<file path="src/rtl/fifo_buffer_ctrl.sv">
// fifo_buffer_ctrl: single-clock FIFO with occupancy count, status flags,
// runtime almost-full/almost-empty thresholds and sticky overflow/underflow.
// Read data is registered and qualified by data_out_valid.
// Reads happen before writes, so on a full FIFO a simultaneous push and pop
// returns the old word and stores the new one.
module fifo_buffer_ctrl #(
    parameter int WORD_SIZE = 6,
    parameter int DEPTH     = 8,
    parameter int PTR_L     = 3
) (
    input  logic                 clk,
    input  logic                 reset,
    input  logic [WORD_SIZE-1:0] data_in,
    input  logic                 push,
    input  logic                 pop,
    input  logic [PTR_L:0]       afull_thr,
    input  logic [PTR_L:0]       aempty_thr,
    output logic [WORD_SIZE-1:0] data_out,
    output logic                 data_out_valid,
    output logic                 full,
    output logic                 empty,
    output logic                 almost_full,
    output logic                 almost_empty,
    output logic [PTR_L:0]       count,
    output logic                 overflow,
    output logic                 underflow
);

    localparam logic [PTR_L:0] DEPTH_C = (PTR_L + 1)'(DEPTH);

    logic [WORD_SIZE-1:0] mem_q [DEPTH];
    logic [PTR_L-1:0]     wr_ptr_q, wr_ptr_d;
    logic [PTR_L-1:0]     rd_ptr_q, rd_ptr_d;
    logic [PTR_L:0]       count_q, count_d;
    logic [WORD_SIZE-1:0] data_out_q, data_out_d;
    logic                 valid_q, valid_d;
    logic                 overflow_q, overflow_d;
    logic                 underflow_q, underflow_d;
    logic                 push_ok, pop_ok;

    // Status flags come straight from the registered count and live thresholds.
    assign full         = (count_q == DEPTH_C);
    assign empty        = (count_q == '0);
    assign almost_full  = (count_q >= afull_thr);
    assign almost_empty = (count_q <= aempty_thr);

    assign count          = count_q;
    assign data_out       = data_out_q;
    assign data_out_valid = valid_q;
    assign overflow       = overflow_q;
    assign underflow      = underflow_q;

    // Acceptance, pointer/count next-state, read data and error flag updates.
    always_comb begin
        pop_ok      = pop & ~empty;
        push_ok     = push & (~full | pop_ok);
        wr_ptr_d    = wr_ptr_q;
        rd_ptr_d    = rd_ptr_q;
        count_d     = count_q;
        data_out_d  = '0;
        valid_d     = 1'b0;
        overflow_d  = overflow_q | (push & ~push_ok);
        underflow_d = underflow_q | (pop & ~pop_ok);

        if (push_ok) begin
            wr_ptr_d = wr_ptr_q + 1'b1;
        end
        if (pop_ok) begin
            rd_ptr_d   = rd_ptr_q + 1'b1;
            data_out_d = mem_q[rd_ptr_q];
            valid_d    = 1'b1;
        end

        case ({push_ok, pop_ok})
            2'b10:   count_d = count_q + 1'b1;
            2'b01:   count_d = count_q - 1'b1;
            default: count_d = count_q;
        endcase
    end

    // State registers; reset wipes storage too so nothing stale survives.
    always_ff @(posedge clk) begin
        if (reset) begin
            for (int i = 0; i < DEPTH; i++) begin
                mem_q[i] <= '0;
            end
            wr_ptr_q    <= '0;
            rd_ptr_q    <= '0;
            count_q     <= '0;
            data_out_q  <= '0;
            valid_q     <= 1'b0;
            overflow_q  <= 1'b0;
            underflow_q <= 1'b0;
        end else begin
            if (push_ok) begin
                mem_q[wr_ptr_q] <= data_in;
            end
            wr_ptr_q    <= wr_ptr_d;
            rd_ptr_q    <= rd_ptr_d;
            count_q     <= count_d;
            data_out_q  <= data_out_d;
            valid_q     <= valid_d;
            overflow_q  <= overflow_d;
            underflow_q <= underflow_d;
        end
    end

endmodule

</file>
<file path="config.mk">
export PLATFORM = sky130hd
export DESIGN_NAME = fifo_buffer_ctrl
export DESIGN_NICKNAME = d
export VERILOG_FILES = /design/src/rtl/fifo_buffer_ctrl.sv
export SDC_FILE = /design/constraint.sdc
export NUM_CORES = 1
export LEC_CHECK = 0
export CELL_PAD_IN_SITES_DETAIL_PLACEMENT = 1
export CELL_PAD_IN_SITES_GLOBAL_PLACEMENT = 1
export CORE_MARGIN = 2
export CORE_UTILIZATION = 30
export DETAILED_ROUTE_END_ITERATION = 16
export GPL_ROUTABILITY_DRIVEN = 0
export PLACE_DENSITY_LB_ADDON = 0.12
export RECOVER_POWER = 50
export SYNTH_ARGS = -nofsm -noshare
export SYNTH_HDL_FRONTEND = slang
export SYNTH_SLANG_ARGS = --single-unit
</file>
<file path="constraint.sdc">
create_clock -name clk -period 3.5 [get_ports clk]
set_input_delay 0.7 -clock clk [delete_from_list [all_inputs] [get_ports clk]]
set_output_delay 0.7 -clock clk [all_outputs]
set_load 0.02 [all_outputs]
</file>
Word level (Yosys, flattened, before mapping)
Memory sizes are Yosys's and may differ from the RTL's. A register that Yosys moved wholly into a read port is not among the register bits. Index checks and enable logic that the tools add are counted.

Flip-flop bits (word level): 13. Bits in latches: 0. RAM bits: 48. Memory bits (read-only): 0. Input port bits: 18. Output and inout bits: 17. Memories: 1.

$add $sub $neg: 4. $mul: 0. Div/mod/pow operators: 0. Magnitude comparators: 2. Equality and inequality tests: 3. Shifts and indexed selects: 0. Mux-type cells: 10. Bitwise gates (word level): 11. Reduce and logical (&&, ||, !) cells: 4.

Memory list: mem_q (words 8, width 6, read ports 1, clocked after Yosys merged registers in 1, write ports 8, line 31) `logic [WORD_SIZE-1:0] mem_q [DEPTH];`.

Operator list (count): $pmux 4 s2 (1); $mux 1 (7); $add 3x1->3 const B (2); $mux 6 (1); $reduce_or 6->1 (1); $add 4x1->4 const B (1); $and 1x1->1 (4); $eq 4x4->1 const B (1); $ge 4x4->1 (1); $le 4x4->1 (1); $logic_not 4->1 (1); $not 1->1 (4); $sub 4x1->4 const B (1); $mux 3 (1); $or 1x1->1 (3); $eq 2x1->1 const B (1); $eq 2x2->1 const B (1); $reduce_bool 2->1 (1); $reduce_or 2->1 (1).

Logic depth before layout (Yosys ltp)
Gate-level depths: netlist (run 1).

Depth after elaboration: 10. Mapped depth: 9.

Worst setup path before layout (run 1)
OpenSTA, ideal clock, no wires.

Kind: in2out. From: in aempty_thr[1]. To: out almost_empty. Arrival: 1.917 ns. Path slack: 0.883 ns. Stages on the path: 6. Buffers on the path: 0. Cell sequence: inv_1 -> ha_1 -> nor2b_1 -> o21a_1 -> o21a_1 -> o21ai_0.

Longest elaborated chain between the ends: 1.

Ends and longest elaborated chain: start: declaration (line 17) `input logic [PTR_L:0] aempty_thr,`; $le 4x4->1 (line 45) `assign almost_empty = (count_q <= aempty_thr);`; end: declaration (line 23) `output logic almost_empty,`.

No other way between the ends.

Worst setup path after layout (run 1)
From: in afull_thr[0]. To: out almost_full.

Longest elaborated chain between the ends: 1.

Ends and longest elaborated chain: start: declaration (line 16) `input logic [PTR_L:0] afull_thr,`; $ge 4x4->1 (line 44) `assign almost_full = (count_q >= afull_thr);`; end: declaration (line 22) `output logic almost_full,`.

No other way between the ends.

==> reports/metrics.cfg, run 1 <==
[yosys]
seq_area_frac_synth_pct = 57.12
synth_xor_area_share_pct = 1.922
ys_ff_latch = 67
syn_nets = 291
yosysWarnings = 0
muxShareOfSynthArea_pct = 11.65
syn_inst = 260
syn_avg_cell_area_um2 = 12.27
synth_area_um2 = 3189
synthDistinctLibCells = 39
synthAdderAreaFrac_pct = 5.335
synth_compound_area_share_pct = 6.787
synth_top_family_by_area = simple AND/OR/NAND/NOR gates
yosys.area_share.simple_pct = 13.42

[worst_setup_path]
cp_common_cell = a21o_1
cpPeakStageDelay_ns = 0.53
path_class = primary input to primary output
r2r_end = count[3]$_SDFFE_PP0P_
cp-start-kind = primary input
rr_worst_depth = 8
critPathCaptureType = primary output
path_cells = clkdlybuf4s50_1 -> ha_1 -> nand2b_1 -> a21o_1 -> a21o_1 -> a21o_1 -> clkdlybuf4s50_1
crit_required_ns = 2.80
critPathSlowestCell = clkdlybuf4s50_1
timing.rr.start = count[2]$_SDFFE_PP0P_
r2r_slack_ns = 0.90
worstPathArrival_ns = 2.55
critPathMaxFanout = 1

[power]
p_seq_share_pct = 42.7
p_clk_share_pct = 27.3
power.net_switching_mw = 0.8201
comb_power_share_pct = 30.0
p_leak_nw = 1.485
ir_worst_vdd_mv = 0.1832
p_per_area_nw_per_um2 = 645.7
internal-power_mw = 1.709
swShare_pct = 32.43

[timing]
fin_crit_sh_pct = 92.91
rsz0062_at_grt = no
setup_viol = 0
min_period_ns = 3.252
slew_viol_final = 0
skew_ns = 0.01008
clock.fmax_ghz = 0.3075
hold_ws_ns = 0.4737
final-hold-violation-count = 0
max_slew_margin_pct = 32.24
finalSetupTns_ns = 0
tightest_slew_ns = 1.015

[routing]
wirelength_um = 7108
num_vias = 2079
drt_iter0_drc = 61
ant_nets = 0
wl_per_cell_um = 15.97
firstDrtPassIters = 4
drc_errors = 0
vias_per_cell = 4.672

[die]
top_level_ports = 35
die_w_um = 107.1
start_util_pct = 30.89
dieHeight_um = 107.1
rows = 37
die_area_um2 = 11470
core_um2 = 10320

[global_routing]
track_usage_pct = 13.51
grt_max_degree = 19
overflow = 0
grt_pass1_vias = 2128
grt_pass1_wl_um = 11550
antenna_found_initial = 0

[final_layout]
synthToLayoutAreaGrowth_pct = 22.79
fillers = 1148
drive_gt1_share_pct = 13.92
fin_cells = 445
nNetsFinal = 335
diodes = 0

[placed_design]
placement.io_buffers = 34
hpwl_um = 5264
placed_cells = 429

[worst_hold_path]
min_to = overflow$_SDFF_PP0_
hold_start = overflow$_SDFF_PP0_
holdPathStages = 2
hold_path_class = register to register

[cts]
cts.sinks = 67
cts_setup_buffers = 0
clk_latency_ns = 0.35
cts_hold_buf = 0
htreeDepth = 3
ctsRootBufferMaster = clkbuf_8
cts_tree = yes
path_clk_slew_ns = 0.07
cts_resized = 0
cts_made_buffers = 9
cts_buffer_depth = 2

[run_status]
status = finished, final reports clean

[flow_run]
drv_cap = 0

-- cell usage after synthesis --
library cell | instances | area, µm²
a211oi_1 | 1 | 7.510
a211oi_2 | 1 | 12.51
a21o_1 | 4 | 30.03
a21oi_1 | 4 | 20.02
and2_1 | 1 | 6.260
buf_1 | 1 | 3.750
buf_4 | 5 | 37.54
buf_6 | 1 | 11.26
clkbuf_1 | 6 | 22.52
dfxtp_1 | 19 | 380.4
edfxtp_1 | 48 | 1441
fa_1 | 1 | 20.02
ha_1 | 12 | 150.1
inv_1 | 12 | 45.04
mux2_1 | 1 | 11.26
mux2i_1 | 9 | 90.09
mux4_2 | 12 | 270.3
nand2_1 | 13 | 48.80
nand2_2 | 1 | 6.260
nand2b_1 | 1 | 6.260
nand3_2 | 1 | 10.01
nand3b_2 | 2 | 22.52
nand4_1 | 1 | 6.260
nor2_1 | 72 | 270.3
nor2b_1 | 2 | 12.51
nor3_1 | 1 | 5.000
o211ai_1 | 2 | 15.01
o21a_1 | 2 | 15.01
o21a_2 | 1 | 8.760
o21ai_0 | 2 | 10.01
o21bai_1 | 8 | 60.06
o311a_1 | 1 | 10.01
o41ai_4 | 1 | 27.53
or2_2 | 1 | 6.260
or2_4 | 1 | 8.760
or2b_1 | 1 | 7.510
or3_4 | 1 | 11.26
xnor2_1 | 5 | 43.79
xor2_1 | 2 | 17.52
-- power by group through the flow --
stage,Clock [mW],Sequential (mW),Combinational (mW)
2_1_floorplan,0,1.06,0.547
3_3_place_gp,0,1.11,0.771
3_5_place_dp,0,1.11,0.785
4_1_cts,0.713,1.09,0.788
5_1_grt,0.735,1.10,0.845
6_report,0.690,1.08,0.758
-- critical path, delay by kind of cell --
kind | cells | cell delay (ns)
AOI/OAI and AO/OA | 3 | 0.49
adders and majority gates | 1 | 0.28
and+or+nand+nor | 1 | 0.14
buffers and inverters | 2 | 0.94
-- how the worst max path moves through the flow --
| stage | to | slack (ns) | start |
|---|---|---|---|
| floorplan | almost_empty | 0.88 | aempty_thr[1] |
| finish | almost_full | 0.25 | afull_thr[0] |
| global route | almost_full | 0.12 | count[0]$_SDFFE_PP0P_ |
| CTS | almost_empty | 0.06 | aempty_thr[1] |
| global placement | almost_empty | 0.11 | aempty_thr[1] |
| detailed placement | almost_empty | 0.06 | aempty_thr[1] |
-- kinds of logic (layout without fill, tap and decap cells) --
kind of cell / count (synthesis) / after routing
flops: 67 / 67
fa+ha+maj: 13 / 13
simple gates: 99 / 99
buf+inv: 25 / 74
xor+xnor: 7 / 7
mux: 22 / 22
compound gates: 27 / 27
-- state kept, by name, indices dropped and copies added, names as in the netlist --
name            count
overflow            1
data_out_valid      1
rd_ptr_q            3
data_out            6
count               4
wr_ptr_q            3
underflow           1
mem_q              48
-- per-stage QoR --
stage	power (mW)	util [%]	setup WS, ns	cell area [µm²]
floorplan	1.605	-	0.8828	3189
global placement	1.877	35.98	0.1137	3715
detailed placement	1.892	35.98	0.06344	3715
CTS	2.589	38.10	0.06037	3934
global route	2.685	37.93	0.1234	3916
finish	2.529	37.93	0.2480	3916
-- layout make-up --
| class | count | area (µm²) | share of cell area [%] |
|---|---|---|---|
| sequential | 67 | 1822 | 46.52 |
| multi-input combinational | 168 | 1231 | 31.44 |
| timing repair buffer | 46 | 429.2 | 10.96 |
| tap | 136 | 170.2 | 4.345 |
| clock buffer | 10 | 148.9 | 3.802 |
| clock inverter | 6 | 70.07 | 1.789 |
| inverter | 12 | 45.04 | 1.150 |
-- cells in the final DEF (no fill, tap or decap), types with 5 or more instances in the layout --
cell type / count
buf_4: 11
clkbuf_8: 9
clkdlybuf4s50_1: 22
dfxtp_1: 19
dlygate4sd3_1: 11
edfxtp_1: 48
ha_1: 12
inv_1: 12
mux2i_1: 9
mux4_2: 12
nand2_1: 14
nor2_1: 72
o21bai_1: 8
xnor2_1: 5
-- per-layer routing --
metal	track usage, %	wire (µm)	vias up
met5	0	0	-
met4	5.566	87	0
met3	3.222	221	9
met2	21.20	3334	27
met1	17.89	3466	1039
li1	-	-	1004
(Power assumes the default switching activity.)
==> run 2, diff against run 1 <==
Clock period 3.5 ns to 3.95 ns, I/O delays scaled along.
==> reports/metrics.cfg, run 2 (synthesis gave the netlist of run 1 again) <==
[cts]
cts.sinks = 67
cts_setup_buffers = 0
clk_latency_ns = 0.36
cts_resized = 0
cts_buffer_depth = 2
cts_made_buffers = 9
htreeDepth = 3
ctsRootBufferMaster = clkbuf_8
cts_tree = yes
cts_hold_buf = 0
path_clk_slew_ns = 0.07

[timing]
final-hold-violation-count = 0
fin_crit_sh_pct = 90.73
tightest_slew_ns = 1.220
finalSetupTns_ns = 0
setup_viol = 0
worst_slack_ns = 0.3661
hold_ws_ns = 0.4725
rsz0062_at_grt = no
slew_viol_final = 0
clock.fmax_ghz = 0.2790
skew_ns = 0.01278
min_period_ns = 3.584
max_slew_margin_pct = 17.61

[global_routing]
antenna_found_initial = 0
track_usage_pct = 13.85
grt_max_degree = 17
grt_pass1_wl_um = 11690
grt_pass1_vias = 2140
overflow = 0

[placed_design]
placed_cells = 421
place_ws_ns = 0.3478
hpwl_um = 5158
placement.io_buffers = 34

[power]
swShare_pct = 33.24
ir_worst_vdd_mv = 0.1906
p_per_area_nw_per_um2 = 574.8
p_seq_share_pct = 43.1
internal-power_mw = 1.465
p_clk_share_pct = 26.7
power.net_switching_mw = 0.7295
comb_power_share_pct = 30.2
p_leak_nw = 1.426

[worst_setup_path]
worstPathArrival_ns = 2.79
cp-start-kind = primary input
critPathMaxFanout = 2
r2r_slack_ns = 0.77
timing.rr.start = count[3]$_SDFFE_PP0P_
critPathCaptureType = primary output
crit_required_ns = 3.16
r2r_end = count[3]$_SDFFE_PP0P_
rr_worst_depth = 8
path_class = primary input to primary output

[routing]
num_vias = 1992
wl_per_cell_um = 16.11
vias_per_cell = 4.558
ant_nets = 0
drc_errors = 0
wirelength_um = 7041
drt_iter0_drc = 115
firstDrtPassIters = 4

[worst_hold_path]
min_to = underflow$_SDFF_PP0_
hold_start = underflow$_SDFF_PP0_
hold_path_class = register to register
holdPathStages = 2

[die]
die_w_um = 107.1
die_area_um2 = 11470
top_level_ports = 35
rows = 37
start_util_pct = 30.89
dieHeight_um = 107.1
core_um2 = 10320

[final_layout]
drive_gt1_share_pct = 11.30
fillers = 1132
synthToLayoutAreaGrowth_pct = 19.69
final_common_cell = nor2_1
largest_register_ffs = 48
mostFrequentLayoutCells = nor2_1, edfxtp_1, clkdlybuf4s50_1, dfxtp_1, nand2_1
top_register = mem_q
fin_cells = 437
nNetsFinal = 327
diodes = 0

[flow_run]
drv_cap = 0

[run_status]
status = finished, final reports clean

-- run 2: worst max-delay path by stage --
stage / startpoint / to / cells after the start
3_3_place_gp: aempty_thr[1] / almost_empty / 8
4_1_cts: aempty_thr[1] / almost_empty / 8
6_report: aempty_thr[1] / almost_empty / 8
2_1_floorplan: aempty_thr[1] / almost_empty / 6
3_5_place_dp: aempty_thr[1] / almost_empty / 8
5_1_grt: aempty_thr[1] / almost_empty / 8
-- run 2: area by class of cell --
cell class,count,area [µm²],share of cell area [%]
multi-input cells,168,1212,31.76
well taps,136,170.2,4.458
flip-flops and latches,67,1822,47.72
clock buffers,9,123.9,3.245
inverters,12,45.04,1.180
repair buffers,38,366.6,9.603
clock inverters,7,77.57,2.032
-- run 2: power by group through the flow --
stage	sequential (mW)	clock, mW	combinational [mW]
3_3_place_gp	0.981	0	0.676
3_5_place_dp	0.981	0	0.689
2_1_floorplan	0.937	0	0.485
5_1_grt	0.969	0.632	0.735
4_1_cts	0.965	0.600	0.690
6_report	0.946	0.586	0.662
-- run 2: per-stage QoR --
| stage | utilization [%] | instance area [µm²] | total power [mW] |
|---|---|---|---|
| 6_report | 36.98 | 3817 | 2.194 |
| 5_1_grt | 36.98 | 3817 | 2.336 |
| 4_1_cts | 37.35 | 3856 | 2.254 |
| 3_5_place_dp | 35.40 | 3655 | 1.670 |
| 3_3_place_gp | 35.40 | 3655 | 1.657 |
| 2_1_floorplan | - | 3189 | 1.422 |
-- run 2: metal layers --
layer | track usage (%) | up-vias | wire length (µm)
met5 | 0 | - | 0
met4 | 6.122 | 0 | 117
met3 | 3.100 | 8 | 185
met2 | 20.89 | 30 | 3214
met1 | 19.04 | 966 | 3524
li1 | - | 988 | -
-- run 2: worst max-delay path, cell delays in order --
cell	delay [ns]
clkdlybuf4s50_1	0.45
inv_1	0.04
ha_1	0.29
nor2b_1	0.14
o21a_1	0.16
o21a_1	0.16
o21ai_0	0.14
clkdlybuf4s50_1	0.62
==> run 3, diff against run 2 <==
Settings changed: ABC_AREA set to 1, CTS_BUF_LIST set to sky130_fd_sc_hd__clkbuf_16.
==> reports/metrics.cfg, run 3 <==
[worst_hold_path]
hold_start = underflow$_SDFF_PP0_
hold_path_class = register to register

[cts]
path_clk_slew_ns = 0.05
cts_hold_buf = 0
cts_buffer_depth = 2
cts_setup_buffers = 0
ctsRootBufferMaster = clkbuf_16
cts.sinks = 67
clk_latency_ns = 0.33
cts_resized = 0
cts_tree = yes
cts_made_buffers = 9
htreeDepth = 3

[die]
dieHeight_um = 106.0
start_util_pct = 30.52
die_w_um = 106.0
top_level_ports = 35
die_area_um2 = 11240
core_um2 = 10230
rows = 37

[yosys]
synth_area_um2 = 3123
yosysWarnings = 0
synth.area.top_cells = edfxtp_1, nor2_1, dfxtp_1
synth_edf_count = 48
syn_inst = 338
yosys-top-cells-count = nor2_1, edfxtp_1, nand2_1, o21ai_0, inv_1
synthDistinctLibCells = 23
syn_avg_cell_area_um2 = 9.240
seq_area_frac_synth_pct = 58.33
ys_ff_latch = 67
synth.top_cell.area_share_pct = 46.15
synth_top_area_cell = edfxtp_1
async_flop_share_pct = 0
synth.most_common_cell = nor2_1
syn_nets = 369
synthFlopType = edfxtp_1

[global_routing]
grt_max_degree = 27
grt_pass1_wl_um = 13070
track_usage_pct = 15.85
overflow = 0
grt_pass1_vias = 2431
antenna_found_initial = 0

[worst_setup_path]
critPathMaxFanout = 2
path_class = primary input to primary output
crit_required_ns = 3.16
cp-startpoint = aempty_thr[1]
cp-start-kind = primary input
worstPathArrival_ns = 2.50
critPathCaptureType = primary output
timing.rr.start = count[2]$_SDFFE_PP0P_

[run_status]
status = finished, final reports clean

[routing]
drt_iter0_drc = 100
vias_per_cell = 4.686
wirelength_um = 8244
wl_per_cell_um = 15.98
num_vias = 2418
ant_nets = 0
drc_errors = 0
firstDrtPassIters = 4

[timing]
rsz0062_at_grt = no
fin_crit_sh_pct = 83.24
tightest_slew_ns = 0.8034
worst_slack_ns = 0.6620
clock.fmax_ghz = 0.3041
finalSetupTns_ns = 0
slew_viol_final = 0
skew_ns = 0.007170
hold_ws_ns = 0.4734
min_period_ns = 3.288
max_slew_margin_pct = 46.38
final-hold-violation-count = 0
setup_viol = 0

[final_layout]
diodes = 0
ff_latch_area_um2 = 1822
multi_input_area_um2 = 1125
nNetsFinal = 406
final_area_um2 = 3842
mostFrequentLayoutCells = nor2_1, edfxtp_1, nand2_1, inv_1, o21ai_0
drive_gt1_share_pct = 3.421
fin_util_pct = 37.56
fillers = 1189
top_register = mem_q
largest_register_ffs = 48
synthToLayoutAreaGrowth_pct = 23.04
final_common_cell = nor2_1
fin_cells = 516

[placed_design]
dpl_cell_area_um2 = 3601
hpwl_um = 5763
placed_cells = 500
placement.io_buffers = 34
place_ws_ns = 0.6469

[power]
p_total_mw = 2.245
ir_worst_vdd_mv = 0.2095
p_leak_nw = 1.647
p_per_area_nw_per_um2 = 584.2

[flow_run]
drv_cap = 0

==> run 3: per-layer routing <==
metal | wire [µm] | track usage [%]
met1 | 3887 | 20.37
met3 | 379 | 3.863
met5 | 0 | 0
met4 | 198 | 7.895
met2 | 3778 | 24.93
==> run 3: path summary, 6_finish.rpt <==
check	slack (ns)	cells after the start	to
worst min-delay path	0.47	1	underflow$_SDFF_PP0_
worst max register to register	1.58	6	mem_q[0][5]$_SDFFCE_PN0P_
worst min register to register	0.47	1	underflow$_SDFF_PP0_
worst max-delay path	0.66	7	almost_empty
==> run 3: cells by family after synthesis <==
| logic type | after synthesis | share of synthesized area [%] |
|---|---|---|
| and+or+nand+nor | 154 | 19.55 |
| adders and majority gates | 13 | 5.449 |
| xor gates and xnor gates | 3 | 0.8415 |
| buffers and inverters | 42 | 5.248 |
| DFF | 67 | 58.33 |
| AOI/OAI and AO/OA | 59 | 10.58 |
==> run 3: critical path, cell delays in order <==
cell	delay (ns)
clkdlybuf4s50_1	0.46
inv_1	0.04
ha_1	0.30
a21oi_1	0.14
o21ai_0	0.08
o21ai_0	0.07
clkdlybuf4s50_1	0.62
==> run 3: cell type report <==
cell class	count	area share, %
Clock buffer	9	5.861
Sequential cell	67	47.41
Timing Repair Buffer	35	9.052
Clock inverter	7	0.7489
Multi-Input combinational cell	229	29.27
Tap cell	136	4.429
Inverter	33	3.224
==> run 3: power by group <==
| group | internal, mW | switching [mW] | total [mW] | leakage, nW |
|---|---|---|---|---|
| clock | 0.410 | 0.284 | 0.694 | 0.138 |
| combinational | 0.242 | 0.410 | 0.651 | 0.856 |
| sequential | 0.822 | 0.0770 | 0.899 | 0.653 |
| total | 1.47 | 0.771 | 2.24 | 1.65 |
